## config.mk

```make
export PLATFORM = sky130hd
export DESIGN_NAME = fifo_watermark
export DESIGN_NICKNAME = d
export VERILOG_FILES = /design/src/rtl/fifo_pkg.sv /design/src/rtl/fifo_mem.sv /design/src/rtl/fifo_watermark.sv
export SDC_FILE = /design/constraint.sdc
export NUM_CORES = 1
export LEC_CHECK = 0
export ABC_AREA = 1
export CAP_MARGIN = 20
export CORE_AREA = 4 4 155 157
export DETAILED_ROUTE_END_ITERATION = 16
export DIE_AREA = 0 0 159 161
export PLACE_DENSITY = 0.81
export REMOVE_ABC_BUFFERS = 1
export SLEW_MARGIN = 25
export SYNTH_ARGS = -nofsm -noshare
export SYNTH_HDL_FRONTEND = slang
export SYNTH_SLANG_ARGS = --single-unit
```

## constraint.sdc

```tcl
create_clock -name clk -period 2.6 [get_ports clk]
set_clock_uncertainty 0.2 [all_clocks]
set_input_delay 0.52 -clock clk [delete_from_list [all_inputs] [get_ports clk]]
set_output_delay 0.52 -clock clk [all_outputs]
set_load 0.1 [all_outputs]
```

## src/rtl/fifo_pkg.sv

```systemverilog
// Shared defaults for the watermark FIFO: geometry, thresholds, occupancy type.
package fifo_pkg;

  localparam int unsigned DefDataWidth           = 8;
  localparam int unsigned DefIndexWidth          = 5;
  localparam int unsigned DefDepth               = 1 << DefIndexWidth;
  localparam int unsigned DefAlmostFullThreshold = 28;
  localparam int unsigned DefAlmostEmptyThreshold = 4;

  // Occupancy 0..depth needs one bit more than the storage index.
  typedef logic [DefIndexWidth:0] count_t;

  // Thresholds must be ordered and reachable for the flags to be meaningful.
  function automatic logic thresholds_ok(input int unsigned ae_thr,
                                         input int unsigned af_thr,
                                         input int unsigned depth);
    return (ae_thr < af_thr) && (af_thr <= depth);
  endfunction

endpackage

```

## src/rtl/fifo_mem.sv

```systemverilog
// Simple dual-port storage: one synchronous write port, one synchronous read port, no reset.
module fifo_mem #(
  parameter int unsigned DATA_WIDTH = 8,
  parameter int unsigned ADDR_WIDTH = 5
) (
  input  logic                  clk,
  input  logic                  i_wr_en,
  input  logic [ADDR_WIDTH-1:0] i_wr_addr,
  input  logic [DATA_WIDTH-1:0] i_wr_data,
  input  logic                  i_rd_en,
  input  logic [ADDR_WIDTH-1:0] i_rd_addr,
  output logic [DATA_WIDTH-1:0] o_rd_data
);

  logic [DATA_WIDTH-1:0] r_mem [1 << ADDR_WIDTH];
  logic [DATA_WIDTH-1:0] r_rd_data;

  // Write port.
  always_ff @(posedge clk) begin
    if (i_wr_en) r_mem[i_wr_addr] <= i_wr_data;
  end

  // Read port; returns the old word on a same-address write (read-before-write).
  always_ff @(posedge clk) begin
    if (i_rd_en) r_rd_data <= r_mem[i_rd_addr];
  end

  assign o_rd_data = r_rd_data;

endmodule

```

## src/rtl/fifo_watermark.sv

```systemverilog
// Synchronous FIFO with registered occupancy, watermark flags and sticky error flags.
module fifo_watermark
  import fifo_pkg::*;
#(
  parameter int unsigned DATA_WIDTH             = DefDataWidth,
  parameter int unsigned INDEX_WIDTH            = DefIndexWidth,
  parameter int unsigned ALMOST_FULL_THRESHOLD  = DefAlmostFullThreshold,
  parameter int unsigned ALMOST_EMPTY_THRESHOLD = DefAlmostEmptyThreshold
) (
  input  logic                  clk,
  input  logic                  rst_n,
  input  logic                  wr_en,
  input  logic [DATA_WIDTH-1:0] wr_data,
  input  logic                  rd_en,
  output logic [DATA_WIDTH-1:0] rd_data,
  output logic [INDEX_WIDTH:0]  count,
  output logic                  full,
  output logic                  empty,
  output logic                  almost_full,
  output logic                  almost_empty,
  output logic                  overflow,
  output logic                  underflow,
  input  logic                  err_clr
);

  localparam int unsigned DEPTH = 1 << INDEX_WIDTH;
  localparam int unsigned CW    = INDEX_WIDTH + 1;

  localparam logic [CW-1:0] DEPTH_C = CW'(DEPTH);
  localparam logic [CW-1:0] AF_C    = CW'(ALMOST_FULL_THRESHOLD);
  localparam logic [CW-1:0] AE_C    = CW'(ALMOST_EMPTY_THRESHOLD);

  if (!thresholds_ok(ALMOST_EMPTY_THRESHOLD, ALMOST_FULL_THRESHOLD, DEPTH)) begin : g_bad_thr
    $error("fifo_watermark: need ALMOST_EMPTY_THRESHOLD < ALMOST_FULL_THRESHOLD <= depth");
  end

  logic [CW-1:0]         r_wr_ptr, r_rd_ptr, r_count;
  logic                  r_overflow, r_underflow;
  logic                  r_rd_seen;
  logic                  w_full, w_empty;
  logic                  w_wr_acc, w_rd_acc;
  logic                  w_ovf_evt, w_udf_evt;
  logic [DATA_WIDTH-1:0] w_mem_rd_data;

  assign w_full    = (r_count == DEPTH_C);
  assign w_empty   = (r_count == '0);
  // A full FIFO still accepts a write when a read frees the oldest slot in the same cycle.
  assign w_wr_acc  = wr_en && (!w_full || rd_en);
  assign w_rd_acc  = rd_en && !w_empty;
  assign w_ovf_evt = wr_en && !rd_en && w_full;
  assign w_udf_evt = rd_en && w_empty;

  fifo_mem #(
    .DATA_WIDTH (DATA_WIDTH),
    .ADDR_WIDTH (INDEX_WIDTH)
  ) u_mem (
    .clk       (clk),
    .i_wr_en   (w_wr_acc && rst_n),
    .i_wr_addr (r_wr_ptr[INDEX_WIDTH-1:0]),
    .i_wr_data (wr_data),
    .i_rd_en   (w_rd_acc && rst_n),
    .i_rd_addr (r_rd_ptr[INDEX_WIDTH-1:0]),
    .o_rd_data (w_mem_rd_data)
  );

  // Pointer and occupancy update; pointers wrap naturally modulo 2*depth.
  always_ff @(posedge clk) begin
    if (!rst_n) begin
      r_wr_ptr <= '0;
      r_rd_ptr <= '0;
      r_count  <= '0;
    end else begin
      if (w_wr_acc) r_wr_ptr <= r_wr_ptr + CW'(1);
      if (w_rd_acc) r_rd_ptr <= r_rd_ptr + CW'(1);
      if (w_wr_acc && !w_rd_acc)      r_count <= r_count + CW'(1);
      else if (w_rd_acc && !w_wr_acc) r_count <= r_count - CW'(1);
    end
  end

  // Sticky error flags; a new event in the clear cycle keeps the flag set.
  always_ff @(posedge clk) begin
    if (!rst_n) begin
      r_overflow  <= 1'b0;
      r_underflow <= 1'b0;
    end else begin
      if (w_ovf_evt)    r_overflow <= 1'b1;
      else if (err_clr) r_overflow <= 1'b0;
      if (w_udf_evt)    r_underflow <= 1'b1;
      else if (err_clr) r_underflow <= 1'b0;
    end
  end

  // Storage has no reset, so the output reads as zero until the first accepted read.
  always_ff @(posedge clk) begin
    if (!rst_n)        r_rd_seen <= 1'b0;
    else if (w_rd_acc) r_rd_seen <= 1'b1;
  end

  assign rd_data      = r_rd_seen ? w_mem_rd_data : '0;
  assign count        = r_count;
  assign full         = w_full;
  assign empty        = w_empty;
  assign almost_full  = (r_count >= AF_C);
  assign almost_empty = (r_count <= AE_C);
  assign overflow     = r_overflow;
  assign underflow    = r_underflow;

endmodule

```

==> metrics, run 1 <==
Worst-path clk slew about 60 ps; Synth Area in Simple Gates 21.1%; initial DRC count 917; total CTS buffers 28; TritonRoute pass-1 iters 5; postcts setup bufs 0; commonest non-fill, non-tap cell in the layout nand2_1; Max-Cap Viols 0; Vias/cell approximately 5.4; RSZ-0062 raised after global routing no; final slew viol count 0; Cells after Synth roughly 1200; CP Buf/Inv Count 3; CP delay by family, top buffers and inverters; mapped cell area around 12000 µm²; initial antenna violation count 0; post-cts sizing count 0; worst-skew pair later-pin latency around 530 ps; share of layout cells above drive strength 1 between 10% and 20%; total wire length 27800 µm; distinct cell type count after synthesis 25; num rows between 50 and 60; CP required approximately 1900 ps; crit start category flip-flop; Area growth, synth to finish 15.3%; leak pwr approximately 6 nW; Reg2Reg Depth 13; Setup crit end kind primary output; Post-Synth Adder-Cell Area between 1 and 1.5%; via count ~8600; Hold Path Class reg2reg; power consumption about 13 mW; GR Overflow Total 0; first-pass GRT wire length around 43000 µm; Ports 33; port bufs 32; Max VDD drop roughly 0.0014 V; CTS tree yes; Arr. time, crit path ~1700 ps; Ys Warns 0; Sum Neg Setup Slack 0 ps; Yosys reg bits around 280; Final HPWL DP about 17000 µm; Post-Synth XOR/XNOR Area less than 1%; Vert. Die Dim about 160 µm; largest net degree at the start of global routing 81; hold buffer count at CTS 0; total track usage 21.4%; Seq/Total Area, Yosys between 60% and 70%; Max clock buf depth 3; most frequent cells in the layout nand2_1, edfxtp_1, nand3_1; WHS Path Cells 2; Fillers about 1600; vias in the first global route between 8000 and 9000; drt drc 0; gpl congestion ~0.84; WHS 280 ps; slowest CP cell o31ai_1; ant diodes 0; Die Wd approximately 160 µm; Compound-Gate Fraction of Synth Area 2.26%; period utilisation layout a little over nine tenths; Max Clk Rate ~410 MHz; critical path depth 4; PD cells roughly 900 nW/µm²; CP peak stage delay between 400 and 500 ps; nets 1305; largest family of logic cells by synthesized area simple AND/OR/NAND/NOR gates; Area after DPL 13300 µm²; Routed Antenna Nets 0; CTS Root Cell clkbuf_16; die area ~26000 µm²; worst rel slew slack about half; proportion of synthesized area in mux cells 0%; Slew @ Worst Pin roughly 750 ps; Critical Path, Cell by Cell buf_4 -> inv_1 -> o31ai_1 -> buf_12; Starting Density between 50% and 60%; cell area after layout 14100 µm²; WL per Instance roughly 18 µm; final setup margin 142 ps; depth of the CTS H-tree 1; outcome complete, no violations; WS Path Type reg2out; worst-path fanout max 4; Final Hold Viols 0; pre-CTS setup slack -259 ps; core area 22500 µm²; synthesized area per cell between 10 and 15 µm²; # setup viols final 0; Num Clock Sinks between 200 and 300; Tmin final roughly 2500 ps
## stage by stage
stage                     util, %  std cells
after floorplan                 -       1148
after global placement       59.0       1536
after detailed placement     59.0       1536
after CTS                    62.8       1587
after global routing         62.9       1587
final                        62.9       1587
## state kept, by name (all words and copies together) (netlist names)
signal / cells
u_mem.o_rd_data: 8
r_rd_ptr: 5
count: 6
u_mem.r_mem: 256
overflow: 1
underflow: 1
r_wr_ptr: 5
r_rd_seen: 1
## routing by layer
metal | wire length (µm) | vias to the layer above | track usage [%]
met5 | 0 | - | 0
li1 | - | 4094 | -
met3 | 2620 | 74 | 4.47
met1 | 10600 | 4016 | 26.5
met4 | 784 | 0 | 6.67
met2 | 13800 | 408 | 37.8
## cell usage after synthesis
master	number	share of area, %
edfxtp_1	264	65
buf_1	1	0.031
inv_1	159	4.9
nand2_1	391	12
ha_1	10	1.0
clkinv_1	3	0.092
o31ai_1	1	0.061
inv_2	2	0.061
o211ai_1	8	0.49
dfxtp_1	19	3.1
xnor2_1	2	0.14
nand3b_1	1	0.061
or2_2	1	0.051
nor3_1	1	0.041
nand2_2	2	0.10
nand4_1	1	0.051
clkbuf_1	12	0.37
buf_2	38	1.5
nor2_1	67	2.0
nand3_1	167	6.8
fa_1	1	0.16
buf_4	3	0.18
o21ai_0	10	0.41
a21oi_1	32	1.3
xor2_1	6	0.43
## area by class of cell
type | instances | area (µm²) | share of cell area (%)
clock buffers | 38 | 769 | 5.44
repair buffers | 103 | 903 | 6.39
flip-flops and latches | 283 | 8310 | 58.8
inverters | 164 | 617 | 4.36
clock inverters | 13 | 95.1 | 0.672
well taps | 285 | 357 | 2.52
multi-input cells | 701 | 3090 | 21.8
## path summary, 6_finish.rpt
| check | start | end | slack (ps) |
|---|---|---|---|
| setup / recovery | count[3]$_SDFFE_PN0P_ | almost_full | 140 |
| hold / removal | underflow$_SDFFE_PN0P_ | underflow$_SDFFE_PN0P_ | 280 |
| setup reg to reg | count[5]$_SDFFE_PN0P_ | count[5]$_SDFFE_PN0P_ | 220 |
| hold reg to reg | underflow$_SDFFE_PN0P_ | underflow$_SDFFE_PN0P_ | 280 |
## cells by family after synthesis
kind of cell,Yosys count
and+or+nand+nor,631
DFF,283
buffers and inverters,218
AOI/OAI and AO/OA,51
adders and majority gates,11
xor gates and xnor gates,8
## power breakdown
group          switching, mW  internal (mW)  leakage, nW
clock network           1.62           2.17        0.424
registers              0.127           5.12         2.53
logic                   2.58           1.09         2.93
total                   4.33           8.39         5.89
## worst register-to-register path: stages (launching register included)
cell,delay [ps]
dfxtp_2,390
inv_1,80
nor2_2,100
nand4_1,120
nand2_2,100
inv_1,60
ha_1,210
inv_1,130
ha_1,270
or2_2,290
nand3b_1,110
a21oi_1,70
nor2_1,100
nor2_1,40
No activity file was read; power rests on OpenSTA's default activity.
==> run 2: changes to the inputs <==
Settings changed: REMOVE_ABC_BUFFERS 1 to not set.
==> run 2 against run 1 <==
Effect of this change:
- cell count about the same
- sequential share of layout area is essentially flat
- die area did not move
- setup slack better by 130 ps
- clock power is 1% higher
- utilization increased by 0.14 points
- critical endpoint is now count[5]$_SDFFE_PN0P_
- largest power group unchanged
==> metrics, run 2 (synthesis gave the netlist of run 1 again) <==
vias in the first global route 8087 (-3.0%); Area after DPL 13300 µm² (+0.16%); depth of the CTS H-tree 1 (unchanged); outcome complete, no violations; Reg2Reg Depth 14 (+1); Die Wd 159 µm (unchanged); r2r setup slk 280 ps (+60 ps); WHS 282 ps (+1.89 ps); Ports 33 (unchanged); period utilisation layout 89.4% (-5.1 points); leak pwr 5.89 nW (about the same); M2 GR Usage 34.9% (-2.9 points); final slew viol count 0 (unchanged); die area 25600 µm² (unchanged); clock power share 30.1% (+0.3 points); fin cells 1586 (-0.063%); Final HPWL DP 16900 µm (-0.19%); # setup viols final 0 (unchanged); Max-Cap Viols 0 (unchanged); crit path from count[5]$_SDFFE_PN0P_; Final Hold Viols 0 (unchanged); total wire length 26900 µm (-3.4%); Setup crit end kind flip-flop; GRT met1 Usage 28.8% (+2.3 points); PD cells 896 nW/µm² (-0.38%); syn nets about 1200; port bufs 32 (unchanged); postcts setup bufs 0 (unchanged); busiest metal layer after global routing met2; WS Path Type reg2reg; Sw Pwr 4.25 mW (-1.8%); share of power burned in registers 41.6% (+0.3 points); Hold Path End overflow$_SDFFE_PN0P_; Vert. Die Dim 161 µm (unchanged); first-pass GRT wire length 42800 µm (-1.3%); via count 8436 (-1.8%); CTS Root Cell clkbuf_16; CP required 2870 ps (+990 ps); hold wc startpoint overflow$_SDFFE_PN0P_; commonest non-fill, non-tap cell in the layout nand2_1; Area growth, synth to finish 15.6%; worst rel slew slack 59.6% (+9.6 points); WHS Path Cells 2 (unchanged); Vias/cell 5.32 (-1.8%); Largest register FFs 256 (unchanged); total CTS buffers 28 (unchanged); Slew @ Worst Pin 605 ps (-146 ps); share of layout cells above drive strength 1 11.2% (+0.47 points); CTS tree yes; combinational cell fraction of total power 28.3% (-0.6 points); Worst-path clk slew 60 ps (about the same); worst-path fanout max 5 (+1); initial DRC count 913 (-0.44%); total track usage 20.9% (-0.47 points); Num Clock Sinks 283 (unchanged); most frequent cells in the layout nand2_1, edfxtp_1, nand3_1; fin util 63.0% (+0.14 points); Max Clk Rate 430 MHz (+5.7%); Reg with most FFs u_mem.r_mem; crit start category flip-flop; Max clock buf depth 3 (unchanged); GR Overflow Total 0 (unchanged); ant diodes 0 (unchanged); drt drc 0 (unchanged); core area 22500 µm² (unchanged); largest net degree at the start of global routing 71 (-12%); Max VDD drop 0.00126 V (-13%); RSZ-0062 raised after global routing no; worst-skew pair later-pin latency 530 ps (about the same); dpl cells 1534 (-0.13%); GR Util met3 3.14% (-1.3 points); Arr. time, crit path 2590 ps (+850 ps); Routed Antenna Nets 0 (unchanged); Tmin final 2320 ps (-133 ps); P_int 8.45 mW (+0.71%); Hold Path Class reg2reg; Switching Share 33.5% (-0.57 points); nets 1303 (-0.15%); Starting Density 54.5% (unchanged); cell area after layout 14200 µm² (+0.23%); WL per Instance 17.0 µm (-3.4%); initial antenna violation count 0 (unchanged); TritonRoute pass-1 iters 6 (+1); num rows 55 (unchanged); Worst R2R Start count[5]$_SDFFE_PN0P_; worst r2r dst count[5]$_SDFFE_PN0P_; gpl congestion 0.911 (+8.0%)
-- run 2: stage by stage --
step / setup slack (ps) / TNS [ps] / total power [mW]
6_report: 275 / 0 / 12.7
5_1_grt: 37.8 / 0 / 13.3
4_1_cts: 198 / 0 / 12.7
3_5_place_dp: -214 / -10530 / 8.93
3_3_place_gp: -155 / -608 / 8.84
2_1_floorplan: 7.12 / 0 / 7.88
-- run 2: power by group through the flow --
stage                     logic [mW]  registers (mW)  clock network (mW)
after floorplan                 2.19            5.69                   0
after global placement          3.48            5.37                   0
after detailed placement        3.56            5.37                   0
after CTS                       3.59            5.27                3.88
after global routing            3.91            5.29                4.06
final                           3.59            5.28                3.83
-- run 2: worst max-delay path by stage --
stage | slack [ps] | to | depth (start not counted)
finish | 280 | count[5]$_SDFFE_PN0P_ | 14
global route | 40 | count[5]$_SDFFE_PN0P_ | 13
CTS | 200 | count[5]$_SDFFE_PN0P_ | 12
detailed placement | -210 | count[3]$_SDFFE_PN0P_ | 13
global placement | -150 | count[4]$_SDFFE_PN0P_ | 15
floorplan | 7 | count[4]$_SDFFE_PN0P_ | 14
-- run 2: per-layer routing --
metal | up-vias | wire length [µm]
met5 | - | 0
met2 | 385 | 12800
met3 | 56 | 2420
met1 | 3907 | 10900
met4 | 0 | 732
li1 | 4088 | -
-- run 2: cell type report --
cell class / instances / area (µm²)
Clock buffer: 38 / 759
Clock inverter: 14 / 120
Fill cell: 1652 / 8320
Inverter: 164 / 617
Multi-Input combinational cell: 701 / 3100
Sequential cell: 283 / 8330
Tap cell: 285 / 357
Timing Repair Buffer: 101 / 888
-- run 2: timing repair --
action                                  4_1_cts  5_1_grt
hold buffers                                  0        0
gates resized for setup                       0        2
endpoints found under the setup margin        0        2
-- run 2: worst max-delay path: stages (launching register included) --
cell      delay [ps]
dfxtp_4          380
inv_2             60
nor2_1           130
nand4_1          120
nand2_2           80
inv_1             60
ha_1             210
inv_2             80
ha_1             250
or2_2            300
nand3b_1         120
nand3_1           80
nand2_1           70
nor2_1            40
nor2_1            70
==> run 3: changes to the inputs <==
Clock period 2.6 ns to 2.2 ns, I/O delays scaled along.
==> run 3 against run 2 <==
Effect of this change:
- setup slack worse by 200 ps
- clock-buffer cell count down 7
- cell area up 2.8%
- wire length increased by 11%
- sequential cell count unchanged
- critical path type is now reg2out
- via count rose by 5.1%
- sequential power up 18%
- largest power group unchanged
- first-iteration DRC count up 17%
- cell count is 0.95% higher
- register-to-register slack worse by 200 ps
==> metrics, run 3 (synthesis gave the netlist of run 1 again) <==
port bufs 32 (unchanged); Tmin final 2130 ps; share of layout cells above drive strength 1 13.5% (+2.3 points); Slew @ Worst Pin 587 ps (-17.5 ps); WS Path Type reg2out; leak pwr 6.03 nW (+2.4%); drt drc 0 (unchanged); vias in the first global route 8495 (+5.0%); CP required 1560 ps (-1310 ps); CTS tree yes; first-pass GRT wire length 45800 µm (+6.9%); slowest CP cell dfxtp_4; hold buffer count at CTS 0 (unchanged); Max-Cap Viols 0 (unchanged); RSZ-0062 raised after global routing yes; TritonRoute pass-1 iters 6 (unchanged); worst-path fanout max 4 (-1); Starting Density 54.5% (unchanged); depth of the CTS H-tree 1 (unchanged); nets 1318 (+1.2%); outcome complete, no violations; worst-skew pair later-pin latency 550 ps (+20 ps); Max clock buf depth 3 (unchanged); WHS Path Cells 2 (unchanged); commonest non-fill, non-tap cell in the layout nand2_1; CTS Root Cell clkbuf_16; core area 22500 µm² (unchanged); Worst R2R Start count[5]$_SDFFE_PN0P_; Reg with most FFs u_mem.r_mem; final slew viol count 0 (unchanged); Max VDD drop 0.00190 V (+51%); hold wc startpoint overflow$_SDFFE_PN0P_; Arr. time, crit path 1490 ps (-1100 ps); total wire length 30000 µm (+11%); GR Overflow Total 0 (unchanged); most frequent cells in the layout nand2_1, edfxtp_1, nand3_1; Reg area 8340 µm² (about the same); largest net degree at the start of global routing 139 (+96%); Worst-path clk slew 60 ps (about the same); worst r2r dst count[5]$_SDFFE_PN0P_; pre-CTS setup slack -541 ps (-327 ps); Final Hold Viols 0 (unchanged); Num Clock Sinks 283 (unchanged); Vias/cell 5.54 (+4.2%); via count 8870 (+5.1%); Hold Path End overflow$_SDFFE_PN0P_; Final HPWL DP 18200 µm (+7.9%); initial DRC count 1065 (+17%); Hold Path Class reg2reg; crit start category flip-flop; Area growth, synth to finish 18.8%; CP peak stage delay 390 ps (about the same); fin util 64.8% (+1.8 points); Reg2Reg Depth 13 (-1); PD cells 1090 nW/µm² (+22%); r2r setup slk 80 ps (-200 ps); syn nets 1226 (unchanged); Vert. Die Dim 161 µm (unchanged); num rows 55 (unchanged); gpl congestion 0.924 (+1.4%); Setup crit end kind primary output; WL per Instance 18.7 µm (+10%); # setup viols final 0 (unchanged); Ports 33 (unchanged); ant diodes 0 (unchanged); initial antenna violation count 0 (unchanged); total CTS buffers 29 (+3.6%); period utilisation layout a little over nine tenths; Routed Antenna Nets 0 (unchanged); multi-input logic area 3170 µm² (+2.1%); Fillers 1655 (+0.18%); Critical Path, Cell by Cell inv_2 -> o31ai_4 -> buf_12; Die Wd 159 µm (unchanged); die area 25600 µm² (unchanged); Largest register FFs 256 (unchanged); total track usage 22.7% (+1.8 points); worst rel slew slack 60.8% (+1.2 points); Max Clk Rate around 470 MHz; final setup margin 73.4 ps (-202 ps)
run 3: routing by layer:
metal | GRT usage (%) | part of all wire, % | vias up
li1 | - | - | 4126
met1 | 30.5 | 39 | 4128
met2 | 37.5 | 47 | 518
met3 | 4.13 | 10 | 98
met4 | 8.21 | 3.5 | 0
met5 | 0 | 0 | -
run 3: critical path, delay by kind of cell, from the launching register on:
family,cells,cell delay (ps)
buffers and inverters,2,270
AOI/OAI and AO/OA,1,280
DFF,1,390
run 3: how the worst max path moves through the flow:
stage	from	to	slack [ps]
finish	count[2]$_SDFFE_PN0P_	almost_full	70
global route	count[5]$_SDFFE_PN0P_	count[5]$_SDFFE_PN0P_	-60
CTS	count[4]$_SDFFE_PN0P_	almost_full	40
detailed placement	rd_en	u_mem.r_mem[27][4]$_DFFE_PP_	-540
global placement	rd_en	u_mem.r_mem[27][6]$_DFFE_PP_	-410
floorplan	count[5]$_SDFFE_PN0P_	count[5]$_SDFFE_PN0P_	-80
run 3: power breakdown:
group	switching, mW	internal (mW)
Combinational	3.21	1.56
Sequential	0.157	6.09
Clock	1.99	2.87
Total	5.35	10.5
run 3: area by class of cell:
| type | instances | area share [%] |
|---|---|---|
| inverters | 164 | 4.27 |
| multi-input cells | 701 | 21.7 |
| clock inverters | 22 | 1.47 |
| repair buffers | 115 | 7.87 |
| clock buffers | 31 | 5.03 |
| flip-flops and latches | 283 | 57.2 |
| well taps | 285 | 2.45 |
run 3: what timing repair did:
action	CTS	global route
gates resized for setup	1	9
endpoints found under the setup margin	11	25
cloned	0	1
pin swaps	1	3
buffers inserted	0	2
run 3: per-stage QoR:
| stage | hold WS [ps] | std cells | power, mW | setup TNS, ps | area, µm² |
|---|---|---|---|---|---|
| finish | 267 | 1601 | 15.9 | 0 | 14600 |
| global route | 299 | 1601 | 16.5 | -130 | 14600 |
| CTS | 271 | 1598 | 15.7 | 0 | 14500 |
| detailed placement | 263 | 1545 | 10.9 | -118440 | 13600 |
| global placement | 258 | 1545 | 10.8 | -91180 | 13600 |
| floorplan | 275 | 1202 | 9.43 | -297 | 12400 |
==> RTL edit, RTL diff (flow settings as in run 3) <==
Reset style: asynchronous (`rst_n`), changed in 3 clocked blocks. Comments in the files are not updated.
--- a/src/rtl/fifo_watermark.sv
+++ b/src/rtl/fifo_watermark.sv
@@ -64,7 +64,7 @@
   );
 
   // Pointer and occupancy update; pointers wrap naturally modulo 2*depth.
-  always_ff @(posedge clk) begin
+  always_ff @(posedge clk or negedge rst_n) begin
     if (!rst_n) begin
       r_wr_ptr <= '0;
       r_rd_ptr <= '0;
@@ -78,7 +78,7 @@
   end
 
   // Sticky error flags; a new event in the clear cycle keeps the flag set.
-  always_ff @(posedge clk) begin
+  always_ff @(posedge clk or negedge rst_n) begin
     if (!rst_n) begin
       r_overflow  <= 1'b0;
       r_underflow <= 1'b0;
@@ -91,7 +91,7 @@
   end
 
   // Storage has no reset, so the output reads as zero until the first accepted read.
-  always_ff @(posedge clk) begin
+  always_ff @(posedge clk or negedge rst_n) begin
     if (!rst_n)        r_rd_seen <= 1'b0;
     else if (w_rd_acc) r_rd_seen <= 1'b1;
   end
Behaviour: differs if rst_n is asserted again (counterexample within 4 cycles, from zero or initial values and one cycle with rst_n low); with rst_n held inactive, the same outputs for 4 cycles.
==> RTL edit against run 3 <==
  * Sequential share of layout area shrank 0.99 points
  * Power grew 18%
  * Sequential cell count is the same
  * Design area grew 2.9%
  * Area after synthesis grew 2.3%
  * Worst setup slack lost 230 ps
  * The run now ends with setup timing left
  * Routed wire length is essentially flat
==> RTL edit: results (changes against run 3) <==
status=complete, but fails checks (was complete, no violations); share of layout cells above drive strength 1=16.2% (was 13.5%); Peak VDD IR=1.46 mV (was 1.90 mV); detailed placement HPWL=18.6 mm (was 18.2 mm); Crit Path Max Fanout=2 (was 4); first-pass detailed-route iteration total=5 (was 6); WL final=29.9 mm (was 30.0 mm); drt via density=5.51 (was 5.54); Synth cell types=33 (was 25); Setup WS post-layout=-157 ps (was 73.4 ps); reg2reg path depth=14 (was 13); Post-DP Area=13900 µm² (was 13600 µm²); P_sw=7.20 mW (was 5.35 mW); GPL Wtd Cong=0.905 (was 0.924); Worst R2R Setup Slack=-130 ps (was 80 ps); Hold WC Path Type=in -> async (was reg -> reg); fin nets=1313 (was 1318); final setup vio count=7 (was 0); post-synthesis sequential area ratio=66.9% (was 67.7%); CTS Buf Count=27 (was 29); WHS=222 ps (was 267 ps); r2r startpoint=count[2] (was count[5]); vias in the first global route=8688 (was 8495); ys async rst share=6.71% (was 0%); Least-Margin Pin Slew=603 ps (was 587 ps); Worst Path Arrival=1720 ps (was 1490 ps); Synth area leaders=edfxtp_1, nand2_1, nand3_1, inv_1, dfrtp_1 (was edfxtp_1, nand2_1, nand3_1, inv_1, dfxtp_1); failing checks=setup timing
-- RTL edit: cell types whose count changed after synthesis, moves of 6 or more --
cell	change
a21oi_1	-12
dfrtp_1	+19
dfxtp_1	-19
nand2_1	+30
nand3_1	-6
nor2_1	-27
nor2_2	+21
-- RTL edit: layout make-up --
type / count / area [µm²]
Multi-Input combinational cell: 712 / 3530
Clock inverter: 17 / 153
Fill cell: 1545 / 7500
Timing Repair Buffer: 102 / 1170
Clock buffer: 32 / 724
Tap cell: 285 / 357
Sequential cell: 283 / 8430
Inverter: 163 / 634
-- RTL edit: worst max path at each step --
stage,slack [ps],end,cells after the start,start
after CTS,-150,full,5,count[2]
after detailed placement,-390,count[4],13,rd_en
after global placement,-290,count[5],14,rd_en
after floorplan,-1080,count[5],15,count[0]
final,-160,full,5,count[2]
after global routing,-250,count[5],17,count[2]
-- RTL edit: cell families after synthesis --
logic type,count (synthesis),synth area share (%)
and+or+nand+nor,654,22.0
DFF,283,66.9
buffers and inverters,221,7.57
xor gates and xnor gates,8,0.558
adders and majority gates,11,1.16
AOI/OAI and AO/OA,39,1.81
-- RTL edit: per-stage QoR --
stage,setup WS (ps),setup TNS (ps),cells
floorplan,-1080,-168830,1216
global placement,-287,-33670,1535
detailed placement,-391,-51990,1535
CTS,-154,-810,1589
global route,-247,-1430,1594
finish,-157,-817,1594
-- RTL edit: power by group through the flow --
stage / Sequential [mW] / Combinational (mW) / Clock, mW
final: 6.62 / 7.48 / 4.58
after global placement: 6.68 / 6.95 / 0
after global routing: 6.65 / 8.05 / 4.84
after CTS: 6.60 / 7.27 / 4.60
after floorplan: 7.05 / 4.28 / 0
after detailed placement: 6.70 / 7.08 / 0
-- RTL edit: per-layer routing --
layer / GRT usage [%] / part of all wire, % / vias up
met1: 30.2 / 39 / 4097
met5: 0 / 0 / -
met4: 7.42 / 3.4 / 0
met3: 5.10 / 9.1 / 91
li1: - / - / 4106
met2: 38.2 / 48 / 487
-- RTL edit: repair_timing --
action | CTS | global route
setup endpoints to repair | 8 | 234
gates resized for setup | 17 | 10
setup buffers | 5 | 5
pin swaps | 8 | 6
gates cloned | 0 | 1
-- RTL edit: worst max-delay path: stages, from the launching register on --
cell	delay, ps
dfrtp_4	490
nor2_4	140
nand2_2	80
nor3_4	150
buf_4	160
buf_12	160
